### src/rtl/mod_reduce_seq_if.sv
// Operand/result handshake bundle for mod_reduce_seq.
// The upstream side (multiplier plus result consumer) uses the master view,
// and the reducer uses the slave view.
interface mod_reduce_seq_if #(
  parameter int DATA_SIZE = 32
);

  // Operand channel: an unsigned product and the modulus to reduce it by.
  logic [2*DATA_SIZE-1:0] prod;
  logic [DATA_SIZE-1:0]   q;
  logic                   in_valid;
  logic                   in_ready;

  // Result channel: the remainder and a flag that marks a zero modulus.
  logic [DATA_SIZE-1:0]   rem;
  logic                   err;
  logic                   out_valid;
  logic                   out_ready;

  modport master (
    output prod,
    output q,
    output in_valid,
    output out_ready,
    input  in_ready,
    input  rem,
    input  err,
    input  out_valid
  );

  modport slave (
    input  prod,
    input  q,
    input  in_valid,
    input  out_ready,
    output in_ready,
    output rem,
    output err,
    output out_valid
  );

endinterface

### src/rtl/mod_reduce_seq.sv
// Sequential modular reducer: rem = prod mod q.
// A restoring long division walks the product one bit per cycle, MSB first,
// while it keeps a partial remainder that is never allowed to reach q.
// A zero modulus skips the division and returns rem=0 with err=1.
module mod_reduce_seq #(
  parameter int DATA_SIZE = 32
) (
  input  logic              clk,
  input  logic              reset,
  mod_reduce_seq_if.slave   bus
);

  localparam int PROD_W = 2 * DATA_SIZE;
  localparam int CNT_W  = $clog2(PROD_W);
  localparam logic [CNT_W-1:0] LAST_CNT = CNT_W'(PROD_W - 1);

  typedef enum logic [1:0] {
    IDLE = 2'd0,
    CALC = 2'd1,
    DONE = 2'd2
  } state_t;

  state_t state;
  state_t state_nxt;

  // Latched operands. The product is shifted left once per CALC cycle, so
  // its MSB is always the next dividend bit.
  logic [PROD_W-1:0]    prod_sh;
  logic [DATA_SIZE-1:0] q_reg;

  // The partial remainder carries one extra bit. It stays below q, so the
  // shifted value (r<<1)|bit is at most 2q-1 and always fits.
  logic [DATA_SIZE:0]   r;
  logic [CNT_W-1:0]     cnt;

  logic [DATA_SIZE-1:0] rem_reg;
  logic                 err_reg;

  logic                 in_ready_c;
  logic                 out_valid_c;
  logic                 accept;
  logic                 last_bit;
  logic                 q_zero;
  logic [DATA_SIZE:0]   r_shift;
  logic [DATA_SIZE:0]   r_next;

  assign accept   = (state == IDLE) && bus.in_valid;
  assign last_bit = (cnt == LAST_CNT);
  assign q_zero   = (bus.q == '0);

  // Single division step: bring in the next bit, then subtract q if the
  // partial remainder has reached it.
  always_comb begin
    r_shift = {r[DATA_SIZE-1:0], prod_sh[PROD_W-1]};
    if (r_shift >= {1'b0, q_reg}) begin
      r_next = r_shift - {1'b0, q_reg};
    end else begin
      r_next = r_shift;
    end
  end

  // State register.
  // NOTE: sequential state uses non-blocking assignments so every register
  // samples the pre-edge values, independent of the order of the blocks.
  always_ff @(posedge clk or negedge reset) begin
    if (!reset) begin
      state <= IDLE;
    end else begin
      state <= state_nxt;
    end
  end

  // Next-state and handshake outputs.
  // NOTE: every output of this block gets a default before the case, so no
  // path leaves a signal unassigned and no latch is inferred.
  always_comb begin
    state_nxt   = state;
    in_ready_c  = 1'b0;
    out_valid_c = 1'b0;
    case (state)
      IDLE: begin
        in_ready_c = 1'b1;
        if (bus.in_valid) begin
          state_nxt = q_zero ? DONE : CALC;
        end
      end
      CALC: begin
        if (last_bit) begin
          state_nxt = DONE;
        end
      end
      DONE: begin
        out_valid_c = 1'b1;
        if (bus.out_ready) begin
          state_nxt = IDLE;
        end
      end
      default: begin
        state_nxt = IDLE;
      end
    endcase
  end

  // Operand capture and division datapath. Operands are captured only on
  // an accept, so upstream changes outside IDLE have no effect.
  always_ff @(posedge clk or negedge reset) begin
    if (!reset) begin
      prod_sh <= '0;
      q_reg   <= '0;
      r       <= '0;
      cnt     <= '0;
    end else if (accept) begin
      prod_sh <= bus.prod;
      q_reg   <= bus.q;
      r       <= '0;
      cnt     <= '0;
    end else if (state == CALC) begin
      prod_sh <= prod_sh << 1;
      r       <= r_next;
      cnt     <= cnt + 1'b1;
    end
  end

  // Result registers. They change only when a new result is produced and
  // otherwise hold their last value; out_valid alone says when they count.
  always_ff @(posedge clk or negedge reset) begin
    if (!reset) begin
      rem_reg <= '0;
      err_reg <= 1'b0;
    end else if (accept && q_zero) begin
      rem_reg <= '0;
      err_reg <= 1'b1;
    end else if ((state == CALC) && last_bit) begin
      rem_reg <= r_next[DATA_SIZE-1:0];
      err_reg <= 1'b0;
    end
  end

  assign bus.in_ready  = in_ready_c;
  assign bus.out_valid = out_valid_c;
  assign bus.rem       = rem_reg;
  assign bus.err       = err_reg;

endmodule
### src/flat_wrapper.sv
// flat-port wrapper written by rule: the top's interface ports become plain ports
module mod_reduce_seq_flat 
#(
  parameter int DATA_SIZE = 32
)
  (clk, reset, bus_prod, bus_q, bus_in_valid, bus_out_ready, bus_in_ready, bus_rem, bus_err, bus_out_valid);
  mod_reduce_seq_if #(.DATA_SIZE(DATA_SIZE)) bus_i ();
  input  logic clk;
  input  logic reset;
  input wire logic [$bits(bus_i.prod)-1:0] bus_prod;
  input wire logic [$bits(bus_i.q)-1:0] bus_q;
  input wire logic [$bits(bus_i.in_valid)-1:0] bus_in_valid;
  input wire logic [$bits(bus_i.out_ready)-1:0] bus_out_ready;
  output wire logic [$bits(bus_i.in_ready)-1:0] bus_in_ready;
  output wire logic [$bits(bus_i.rem)-1:0] bus_rem;
  output wire logic [$bits(bus_i.err)-1:0] bus_err;
  output wire logic [$bits(bus_i.out_valid)-1:0] bus_out_valid;
  assign bus_i.prod = bus_prod;
  assign bus_i.q = bus_q;
  assign bus_i.in_valid = bus_in_valid;
  assign bus_i.out_ready = bus_out_ready;
  assign bus_in_ready = bus_i.in_ready;
  assign bus_rem = bus_i.rem;
  assign bus_err = bus_i.err;
  assign bus_out_valid = bus_i.out_valid;
  mod_reduce_seq #(.DATA_SIZE(DATA_SIZE)) u_core (.clk(clk), .reset(reset), .bus(bus_i));
endmodule
### config.mk
export PLATFORM = sky130hd
export DESIGN_NAME = mod_reduce_seq_flat
export DESIGN_NICKNAME = d
export VERILOG_FILES = /design/src/rtl/mod_reduce_seq_if.sv /design/src/rtl/mod_reduce_seq.sv /design/src/flat_wrapper.sv
export SDC_FILE = /design/constraint.sdc
export NUM_CORES = 1
export LEC_CHECK = 0
export ABC_AREA = 1
export CELL_PAD_IN_SITES_DETAIL_PLACEMENT = 1
export CELL_PAD_IN_SITES_GLOBAL_PLACEMENT = 1
export CORE_AREA = 3 3 117 231
export DETAILED_ROUTE_END_ITERATION = 10
export DIE_AREA = 0 0 120 234
export DONT_BUFFER_PORTS = 1
export PLACE_DENSITY = 0.76
export SYNTH_ARGS = -nofsm -noshare
export SYNTH_HDL_FRONTEND = slang
export SYNTH_SLANG_ARGS = --single-unit
### constraint.sdc
create_clock -name clk -period 2.7 [get_ports clk]
set_clock_uncertainty 0.2 [all_clocks]
set_input_delay 0.405 -clock clk [delete_from_list [all_inputs] [get_ports clk]]
set_output_delay 0.405 -clock clk [all_outputs]
set_load 0.01 [all_outputs]
==> impl_metrics.py <==
metrics = {
    "worst_hold_path": {
        "hold_path_class": "input pin to asynchronous set/reset pin",
    },
    "setup_path": {
        "required_ns": 2.89,
        "crit_type": "flip-flop to flip-flop",
        "cp_slowest_cell": "dfrtp_1",
        "critPathCaptureType": "flip-flop",
        "startpoint_type": "flip-flop",
        "reg2reg_slack_ns": 0.03,
        "cp_cell_sequence": "inv_1 -> ha_2 -> nand2_4 -> inv_2 -> nand2_1 -> nand2_1 -> a21oi_2 -> nand2_2 -> nor2_4 -> nand2_8 -> buf_12 -> nand2_1 -> nand3_1 -> nand2_1",
        "critPathMostFrequentCell": "nand2_1",
        "cp_max_fo": 6,
        "crit_arrival_ns": 2.87,
        "cpPeakStageDelay_ns": 0.40,
    },
    "finish": {
        "final_cells": 1836,
        "layout_commonest_cell": "nand2_1",
        "syn_to_final_growth_pct": 22.9,
        "final_cell_mix": "nand2_1, inv_1, dfrtp_1",
        "utilization_pct": 48.9,
        "drive_gt1_share_pct": 8.94,
        "multiInputGateArea_um2": 4710,
        "fillers": 3123,
        "final_nets": 1621,
        "regArea_um2": 4230,
        "max_flop_register": "u_core.prod_sh",
        "finalInstanceArea_um2": 12400,
        "largest_reg_flops": 64,
    },
    "timing": {
        "relSlewSlack_pct": 48.6,
        "slew_violations": 0,
        "grt_setup_unrepaired": "yes",
        "setup_tns_ns": 0,
        "finalHoldViolations": 169,
        "layout_min_cycle_time_ns": 2.67,
        "timing.final.crit_share_pct": 99.0,
        "timing.hold.ws_ns": -0.556,
        "worst_pin_slew_ns": 0.769,
        "layout_setup_ws_ns": 0.0281,
        "fmax_mhz": 374,
        "setup_viol": 0,
    },
    "route": {
        "routedWlPerCell_um": 21.4,
        "drc": 0,
        "vias": 9937,
        "vias_per_cell": 5.41,
        "ant_nets": 0,
        "dr.pass1.iters": 6,
        "wl_um": 39400,
        "drt_iter0_markers": 383,
    },
    "synth": {
        "seq_area_frac_synth_pct": 41.9,
        "synth_warnings": 0,
        "syn_area_um2": 10100,
        "synth_cell_types": 39,
        "synth_nets": 1516,
        "netlist_instances": 1382,
        "async_reset_ff_share_pct": 100,
        "synth-seq-cells": 169,
        "synth_flop_cell": "dfrtp_1",
        "avgSynthCellArea_um2": 7.30,
        "synth_edf_count": 0,
    },
    "die": {
        "core_um2": 25300,
        "die_h_um": 234,
        "start_util_pct": 39.8,
        "pin_count": 135,
        "rows": 82,
        "die_w_um": 120,
        "fp.dieArea_um2": 28100,
    },
    "grt": {
        "grt_pass1_wl_um": 59200,
        "grt_pass1_vias": 10982,
        "overflow": 0,
        "antenna_found_initial": 1,
        "grt_max_degree": 170,
        "grt_usage_pct": 27.5,
    },
    "power_and_ir_drop": {
        "power.density_nw_per_um2": 1500,
        "max-vdd-ir-drop_uv": 660,
        "finalPower_mw": 18.6,
        "p_leak_nw": 6.38,
    },
    "cts": {
        "clk_pin_slew_worst_paths_ns": 0.07,
        "insertion_delay_ns": 0.46,
        "clockBufferDepth": 2,
        "htree_num_levels": 4,
        "holdBufCountCts": 97,
        "clock-sinks": 169,
        "cts-buffers-inserted": 17,
        "cts_tree": "yes",
        "clockRootBuffer": "clkbuf_16",
    },
    "placement": {
        "dpl_worst_slack_ns": 0.00152,
        "dp_cells": 1697,
        "place_congestion": 0.885,
        "dpl-instance-area_um2": 10600,
        "io_buffers": 0,
        "dp_hpwl_um": 24100,
    },
    "run_status": {
        "violations": "negative hold slack",
        "status": "finished with violations",
    },
    "run": {
        "maxCapViolCount": 0,
    },
}
==> Yosys cell counts, drive strengths merged (3+ instances only) <==
cell type / n / share of area (%)
nor2: 53 / 2.2
o221ai: 59 / 5.1
clkbuf: 26 / 0.97
dfrtp: 169 / 42
buf: 23 / 1.5
nand3b: 16 / 1.2
inv: 284 / 11
a22oi: 3 / 0.22
ha: 33 / 4.1
nand3: 123 / 6.6
nand2: 462 / 18
nand4: 12 / 0.74
xnor2: 14 / 1.2
and2: 6 / 0.37
nor3: 8 / 0.40
a21oi: 19 / 0.94
o21ai: 60 / 3.0
==> timing repair <==
action | in CTS | in global routing
cloned | 0 | 4
endpoints found under the setup margin | 2 | 65
resized for setup | 2 | 29
hold endpoints to repair | 266 | 169
buffers inserted | 0 | 6
pin swaps | 0 | 4
==> metal layers <==
metal / track usage, % / vias to the layer above / wire length, µm
li1: - / 4547 / -
met5: 0 / - / 0
met1: 27.8 / 4966 / 13800
met3: 5.00 / 135 / 1570
met4: 16.9 / 0 / 2610
met2: 51.5 / 289 / 21400
==> final timing paths <==
check                                          end             start  depth (start not counted)
worst max-delay path            u_core.bus.rem[22]  u_core.q_reg[28]                         14
worst min-delay path            u_core.prod_sh[53]             reset                          0
worst max register to register  u_core.bus.rem[22]  u_core.q_reg[28]                         14
worst min register to register    u_core.q_reg[11]  u_core.q_reg[11]                          2
max in group asynchronous             u_core.r[13]             reset                          0
min in group clk                  u_core.q_reg[11]         bus_q[11]                          2
==> power breakdown <==
| part | switching [mW] | leakage [nW] | total [mW] | internal, mW |
|---|---|---|---|---|
| Sequential | 0.763 | 1.97 | 4.43 | 3.67 |
| Combinational | 7.29 | 4.11 | 11.5 | 4.22 |
| Clock | 1.13 | 0.294 | 2.66 | 1.53 |
| Total | 9.18 | 6.38 | 18.6 | 9.43 |
==> logic make-up after synthesis <==
logic type	share of synthesized area (%)
AO/OA/AOI/OAI	9.71
XOR/XNOR	1.30
adder cells (fa/ha/maj)	4.29
buffers and inverters	13.1
flip-flops	41.9
AND/OR/NAND/NOR	29.7
==> area by class of cell <==
class | count | share of cell area, %
antenna | 1 | 0.0202
clock buffer | 22 | 3.82
clock inverter | 9 | 1.10
inverter | 284 | 8.60
multi-input combinational | 882 | 38.0
sequential | 169 | 34.1
tap | 336 | 3.39
timing repair buffer | 133 | 11.0
==> worst max-delay path, delay by kind of cell, from the launching register on <==
family                     cells  cell delay [ns]
AOI/OAI and AO/OA              1             0.21
adders and majority gates      1             0.32
buffers and inverters          3             0.30
DFF                            1             0.40
and+or+nand+nor                9             1.18
Note: power is estimated with default switching activity, not from simulation.
